### src/rtl/tri_dispatch_pkg.sv
`default_nettype none
// ============================================================================
// Module  : tri_dispatch_pkg
// Brief   : Shared types for the triangle dispatcher: operand record and FSM states.
// Revision: 1.0 - initial release
// ============================================================================
package tri_dispatch_pkg;

    localparam int c_LG_TRI_Q_SZ = 2;

    // Field order follows the fragment_generator operand ports, MSB first.
    typedef struct packed {
        logic [31:0] ymin;
        logic [31:0] ymax;
        logic [31:0] xmin;
        logic [31:0] xmax;
        logic [31:0] l0_dx;
        logic [31:0] l0_dy;
        logic [31:0] l1_dx;
        logic [31:0] l1_dy;
        logic [31:0] l2_dx;
        logic [31:0] l2_dy;
        logic [31:0] w0_00;
        logic [31:0] w1_00;
        logic [31:0] w2_00;
    } triangle_t;

    typedef enum logic [1:0] {
        ST_IDLE   = 2'd0,
        ST_LAUNCH = 2'd1,
        ST_RUN    = 2'd2,
        ST_DRAIN  = 2'd3
    } state_t;

    // Bounding-box coordinates are two's complement.
    function automatic logic is_degenerate(input triangle_t t);
        return ($signed(t.xmin) > $signed(t.xmax)) ||
               ($signed(t.ymin) > $signed(t.ymax));
    endfunction

endpackage
`default_nettype wire

### src/rtl/tri_dispatch_queue.sv
`default_nettype none
// ============================================================================
// Module  : tri_queue
// Brief   : Circular triangle FIFO with wrap-bit pointers and head read port.
// Revision: 1.0 - initial release
// ============================================================================
module tri_queue
    import tri_dispatch_pkg::*;
#(
    parameter int LG_DEPTH = 2
) (
    input  logic      clk,
    input  logic      rst,
    input  logic      i_push,
    input  logic      i_pop,
    input  triangle_t i_data,
    output triangle_t o_head,
    output logic      o_full,
    output logic      o_empty
);

    localparam int c_DEPTH = 1 << LG_DEPTH;

    triangle_t             r_mem [c_DEPTH];
    logic [LG_DEPTH:0]     r_head;
    logic [LG_DEPTH:0]     r_tail;
    logic                  w_do_push;
    logic                  w_do_pop;

    assign o_full    = (r_head[LG_DEPTH-1:0] == r_tail[LG_DEPTH-1:0]) &&
                       (r_head[LG_DEPTH] != r_tail[LG_DEPTH]);
    assign o_empty   = (r_head == r_tail);
    assign w_do_push = i_push && !o_full;
    assign w_do_pop  = i_pop && !o_empty;
    assign o_head    = r_mem[r_head[LG_DEPTH-1:0]];

    always_ff @(posedge clk) begin
        if (rst) begin
            r_head <= '0;
            r_tail <= '0;
        end else begin
            if (w_do_push) r_tail <= r_tail + (LG_DEPTH+1)'(1);
            if (w_do_pop)  r_head <= r_head + (LG_DEPTH+1)'(1);
        end
    end

    always_ff @(posedge clk) begin
        if (w_do_push) r_mem[r_tail[LG_DEPTH-1:0]] <= i_data;
    end

endmodule
`default_nettype wire

### src/rtl/tri_dispatch.sv
`default_nettype none
// ============================================================================
// Module  : tri_dispatch
// Brief   : Queues set-up triangles and sequences them through fragment_generator.
// Revision: 1.0 - initial release
// ============================================================================
module tri_dispatch
    import tri_dispatch_pkg::*;
#(
    parameter int LG_TRI_Q_SZ  = c_LG_TRI_Q_SZ,
    parameter int DRAIN_CYCLES = 8,
    parameter int TIMEOUT_CYC  = 1048576
) (
    input  logic        clk,
    input  logic        rst,
    input  logic        tri_val,
    input  triangle_t   tri_in,
    output logic        tri_rdy,
    output logic        gen_start,
    output logic [31:0] gen_ymin,
    output logic [31:0] gen_ymax,
    output logic [31:0] gen_xmin,
    output logic [31:0] gen_xmax,
    output logic [31:0] gen_l0_dx,
    output logic [31:0] gen_l0_dy,
    output logic [31:0] gen_l1_dx,
    output logic [31:0] gen_l1_dy,
    output logic [31:0] gen_l2_dx,
    output logic [31:0] gen_l2_dy,
    output logic [31:0] gen_w0_00,
    output logic [31:0] gen_w1_00,
    output logic [31:0] gen_w2_00,
    input  logic        gen_done,
    input  logic        frag_val,
    input  logic        pop_frag,
    output logic        busy,
    output logic [31:0] tris_done,
    output logic [31:0] tris_rejected,
    output logic [31:0] frag_count,
    output logic        timeout
);

    localparam int                  c_DRAIN_W    = $clog2(DRAIN_CYCLES + 1);
    localparam logic [c_DRAIN_W-1:0] c_DRAIN_LAST = c_DRAIN_W'(DRAIN_CYCLES);
    localparam logic [31:0]         c_TIMEOUT    = 32'(TIMEOUT_CYC);
    localparam logic [31:0]         c_TIMEOUT_M1 = 32'(TIMEOUT_CYC - 1);

    state_t                 r_state;
    state_t                 w_next;
    triangle_t              r_ops;
    triangle_t              w_head;
    logic                   w_q_full;
    logic                   w_q_empty;
    logic                   w_push;
    logic                   w_pop;
    logic                   w_head_degen;
    logic                   w_reject;
    logic                   w_latch;
    logic                   w_retire;
    logic                   w_drain_ok;
    logic                   w_in_flight;
    logic [31:0]            r_run_cnt;
    logic [c_DRAIN_W-1:0]   r_drain_cnt;
    logic [31:0]            r_tris_done;
    logic [31:0]            r_tris_rej;
    logic [31:0]            r_frag_cnt;
    logic                   r_timeout;

    assign tri_rdy      = !rst && !w_q_full;
    assign w_push       = tri_val && tri_rdy;
    // The head stays queued until retire, so queue occupancy includes the in-flight triangle.
    assign w_pop        = w_reject || w_retire;
    assign w_head_degen = is_degenerate(w_head);
    assign w_drain_ok   = (r_drain_cnt == c_DRAIN_LAST);
    assign w_in_flight  = (r_state == ST_RUN) || (r_state == ST_DRAIN);

    tri_queue #(
        .LG_DEPTH (LG_TRI_Q_SZ)
    ) u_queue (
        .clk     (clk),
        .rst     (rst),
        .i_push  (w_push),
        .i_pop   (w_pop),
        .i_data  (tri_in),
        .o_head  (w_head),
        .o_full  (w_q_full),
        .o_empty (w_q_empty)
    );

    always_ff @(posedge clk) begin
        if (rst) r_state <= ST_IDLE;
        else     r_state <= w_next;
    end

    always_comb begin
        w_next = r_state;
        case (r_state)
            ST_IDLE:   if (!w_q_empty && !w_head_degen) w_next = ST_LAUNCH;
            ST_LAUNCH: w_next = ST_RUN;
            ST_RUN:    if (gen_done) w_next = ST_DRAIN;
            ST_DRAIN:  if (w_drain_ok && !frag_val) w_next = ST_IDLE;
            default:   w_next = ST_IDLE;
        endcase
    end

    always_comb begin
        gen_start = 1'b0;
        w_reject  = 1'b0;
        w_latch   = 1'b0;
        w_retire  = 1'b0;
        case (r_state)
            ST_IDLE: begin
                if (!w_q_empty) begin
                    w_reject = w_head_degen;
                    w_latch  = !w_head_degen;
                end
            end
            ST_LAUNCH: gen_start = 1'b1;
            ST_DRAIN:  w_retire  = w_drain_ok && !frag_val;
            default:   ;
        endcase
    end

    always_ff @(posedge clk) begin
        if (rst) begin
            r_ops       <= '0;
            r_run_cnt   <= '0;
            r_drain_cnt <= '0;
            r_tris_done <= '0;
            r_tris_rej  <= '0;
            r_frag_cnt  <= '0;
            r_timeout   <= 1'b0;
        end else begin
            if (w_latch) begin
                r_ops      <= w_head;
                r_frag_cnt <= '0;
            end else if (w_in_flight && pop_frag) begin
                r_frag_cnt <= r_frag_cnt + 32'd1;
            end

            // Run counter saturates so the sticky timeout cannot re-arm on wrap.
            if (r_state == ST_LAUNCH) begin
                r_run_cnt <= '0;
            end else if (r_state == ST_RUN && r_run_cnt != c_TIMEOUT) begin
                r_run_cnt <= r_run_cnt + 32'd1;
            end
            if (r_state == ST_RUN && r_run_cnt == c_TIMEOUT_M1) r_timeout <= 1'b1;

            if (r_state == ST_RUN && gen_done) begin
                r_drain_cnt <= '0;
            end else if (r_state == ST_DRAIN && !w_drain_ok) begin
                r_drain_cnt <= r_drain_cnt + c_DRAIN_W'(1);
            end

            if (w_reject) r_tris_rej  <= r_tris_rej + 32'd1;
            if (w_retire) r_tris_done <= r_tris_done + 32'd1;
        end
    end

    assign busy          = (r_state != ST_IDLE) || !w_q_empty;
    assign tris_done     = r_tris_done;
    assign tris_rejected = r_tris_rej;
    assign frag_count    = r_frag_cnt;
    assign timeout       = r_timeout;

    assign gen_ymin  = r_ops.ymin;
    assign gen_ymax  = r_ops.ymax;
    assign gen_xmin  = r_ops.xmin;
    assign gen_xmax  = r_ops.xmax;
    assign gen_l0_dx = r_ops.l0_dx;
    assign gen_l0_dy = r_ops.l0_dy;
    assign gen_l1_dx = r_ops.l1_dx;
    assign gen_l1_dy = r_ops.l1_dy;
    assign gen_l2_dx = r_ops.l2_dx;
    assign gen_l2_dy = r_ops.l2_dy;
    assign gen_w0_00 = r_ops.w0_00;
    assign gen_w1_00 = r_ops.w1_00;
    assign gen_w2_00 = r_ops.w2_00;

endmodule
`default_nettype wire

### config.mk
export PLATFORM = sky130hd
export DESIGN_NAME = tri_dispatch
export DESIGN_NICKNAME = d
export VERILOG_FILES = /design/src/rtl/tri_dispatch_pkg.sv /design/src/rtl/tri_dispatch_queue.sv /design/src/rtl/tri_dispatch.sv
export SDC_FILE = /design/constraint.sdc
export NUM_CORES = 2
export LEC_CHECK = 0
export CAP_MARGIN = 20
export CELL_PAD_IN_SITES_DETAIL_PLACEMENT = 1
export CELL_PAD_IN_SITES_GLOBAL_PLACEMENT = 1
export CORE_AREA = 2 2 456 368
export CTS_CLUSTER_DIAMETER = 40
export DETAILED_ROUTE_END_ITERATION = 12
export DIE_AREA = 0 0 458 370
export PLACE_DENSITY_LB_ADDON = 0.1
export SLEW_MARGIN = 20
export SYNTH_ARGS = -nofsm -noshare
export SYNTH_HDL_FRONTEND = slang
export SYNTH_SLANG_ARGS = --single-unit
export TNS_END_PERCENT = 20
### constraint.sdc
create_clock -name clk -period 35.9 [get_ports clk]
set_clock_uncertainty 0.2 [all_clocks]
set_input_delay 5.385 -clock clk [delete_from_list [all_inputs] [get_ports clk]]
set_output_delay 5.385 -clock clk [all_outputs]
set_load 0.01 [all_outputs]
==> impl_metrics.toml <==
[global_routing]
gr-usage-all-layers = 0.289
grt_pass1_vias = 53200
grt_pass1_wl_um = 362000
grt_start_max_net_pins = 165
antenna_found_initial = 99
overflow = 0

[placed_design]
io_buffer_count = 937
post-place-ws_ns = 23.51
gp_congestion = 0.806
dp_hpwl_um = 153000

[pwr]
leakage_uw = 0.0331
power_density_mw_per_mm2 = 73.2
ir_drop_mv = 0.114
fin_total_pwr_uw = 7630

[clocking]
ctsHoldBuffers = 0
htreeDepth = 5
cts_resized = 0
cts_root_buf = "clkbuf_16"
clockBufferDepth = 4
post-cts-setup-buffers = 0
cts_tree = "built"
clkTransAtPathRegs_ns = 0.05
cts_made_buffers = 275
cts_sinks = 2223
worstSkewPairLatency_ns = 0.91

[critical_path]
reg2reg_slack_ns = 26.08
end_kind = "primary output"
critPathRequiredTime_ns = 30.31
cp_max_fo = 86
cp.arrival_ns = 6.80
worst-setup-path-type = "input port to primary output"
start_kind = "input port"

[job]
cap_viol_max_count = 0

[timing]
fmax_mhz = 80.8
min_period_ns = 12.38
finalSetupViolCount = 0
period_share = 0.345
worstMarginPinSlew_ns = 1.10
fin_ws_ns = 23.52
hold_violations = 0
slew_headroom = 0.262
tns_ns = 0
rsz0062_at_grt = "false"
slew_viol_final = 0

[min_path]
hp-class = "register to register"

[yosys]
seq_area_frac_synth = 0.731
yosys-top-cells-area = "edfxtp_1 60%, dfxtp_1 13%, mux4_2 11%, a21oi_1 2.8%, nand3_1 2.8%"
synthArstFlopShare = 0
yosysTopAreaCell = "edfxtp_1"
synth_edf_count = 1664
syn_inst = 5098
synth_area_mm2 = 0.0836
yosys_warnings = 0
synth_top_area_frac = 0.597
synth_seq_cells = 2223
syn_avg_cell_area_um2 = 16.4
syn-num-nets = 5601
synthFlopType = "edfxtp_1"
synth_cell_type_count = 56

[detailed_routing]
drt-vias-per-instance = 6.01
dr.pass1.iters = 5
drt_iter0_markers = 4410
wirelength_um = 250000
drt.antenna.violating_nets = 0
num_vias = 50900
drc_errors = 0
wire_per_inst_um = 29.5

[floorplanning]
die_y_um = 370
dieArea_mm2 = 0.169
die_w_um = 458
coreArea_mm2 = 0.165
io_pins = 938
start_util = 0.506
rows = 134

[layout]
syn_to_final_growth_pct = 24.5
drive_above_1_share = 0.152
layout_commonest_cell = "edfxtp_1"
final_cell_mix = "1664 x edfxtp_1, 936 x clkdlybuf4s50_1, 557 x dfxtp_1"
fin_util = 0.630
final_net_count = 6525

[run_status]
status = "complete, no violations"
critical path: stages:
cell,delay [ns]
buf_8,0.22
a21oi_1,0.45
clkdlybuf4s50_1,0.73
final timing paths:
kind                 from  depth (start not counted)             to
max                   rst                          3        tri_rdy
min reg2reg  gen_l0_dx[8]                          2   gen_l0_dx[8]
min          gen_l0_dx[8]                          2   gen_l0_dx[8]
max reg2reg      register                         16  gen_w1_00[26]
synthesized netlist by cell type, types with 3 or more instances:
cell type / instances
o2111ai_1: 9
o21ai_0: 442
dfxtp_1: 559
nand2b_1: 3
or3_1: 16
edfxtp_1: 1664
mux2i_1: 5
nor2b_1: 11
inv_1: 89
nor3_1: 18
nand4_1: 45
xor2_1: 59
a21oi_1: 471
buf_4: 3
and3_1: 17
o21a_1: 3
mux4_2: 416
or4_1: 5
a21o_1: 3
ha_1: 81
o311ai_0: 10
nor4_1: 18
and2_1: 8
a41o_1: 5
o211ai_1: 4
nor2_1: 124
o31ai_1: 6
o41ai_1: 12
buf_1: 20
clkbuf_1: 279
or2_2: 13
buf_2: 55
xnor2_1: 30
nand2_1: 75
nand3_1: 471
and4_1: 15
mux2_2: 10
state kept, by name, indices dropped and copies added, names as in the netlist, named ones only:
| name | count |
|---|---|
| gen_ymin | 32 |
| gen_ymax | 32 |
| gen_xmax | 32 |
| gen_l1_dx | 32 |
| gen_w1_00 | 32 |
| gen_xmin | 32 |
| u_queue.r_mem | 1664 |
| gen_l1_dy | 32 |
| gen_l2_dy | 32 |
| gen_w2_00 | 32 |
| gen_w0_00 | 32 |
| u_queue.r_tail | 3 |
| u_queue.r_head | 3 |
| tris_done | 32 |
| tris_rejected | 32 |
| r_run_cnt | 32 |
| gen_l0_dx | 32 |
| timeout | 1 |
| r_state | 2 |
| gen_l2_dx | 32 |
| r_drain_cnt | 4 |
| frag_count | 32 |
| gen_l0_dy | 32 |
stage by stage:
stage	hold slack [ns]	std cells	cell area, µm²
after detailed placement	0.268	7921	95000
after CTS	0.275	8400	104000
after floorplan	0.258	5098	83600
after global routing	0.292	8456	104000
after global placement	0.261	7920	95000
final	0.272	8467	104000
area by class of cell:
type                       count  area [µm²]
antenna                       67         168
clock buffer                 340        7480
clock inverter               139        1490
fill                       14700       61200
inverter                      89         334
multi-input combinational   2427       20800
sequential                  2223       61200
tap                         2176        2720
timing repair buffer        1006       10000
logic make-up after synthesis:
group	count (synthesis)	synth area share
AO/OA/AOI/OAI	983	0.0617
XOR/XNOR	89	0.00932
AND/OR/NAND/NOR	843	0.0504
adder cells (fa/ha/maj)	81	0.0121
flip-flops	2223	0.731
buffers and inverters	448	0.0212
multiplexers	431	0.114
power by group:
group | switching [µW] | internal (µW)
combinational | 1200 | 652
clock | 1090 | 1650
sequential | 105 | 2930
total | 2400 | 5230
routing by layer:
metal,vias up,wire (µm),GRT usage
met5,-,299,0
met4,46,13600,0.159
met3,534,14900,0.0635
met2,1684,125000,0.474
met1,26700,96200,0.359
li1,22000,-,-
No activity file was read; power rests on OpenSTA's default activity.
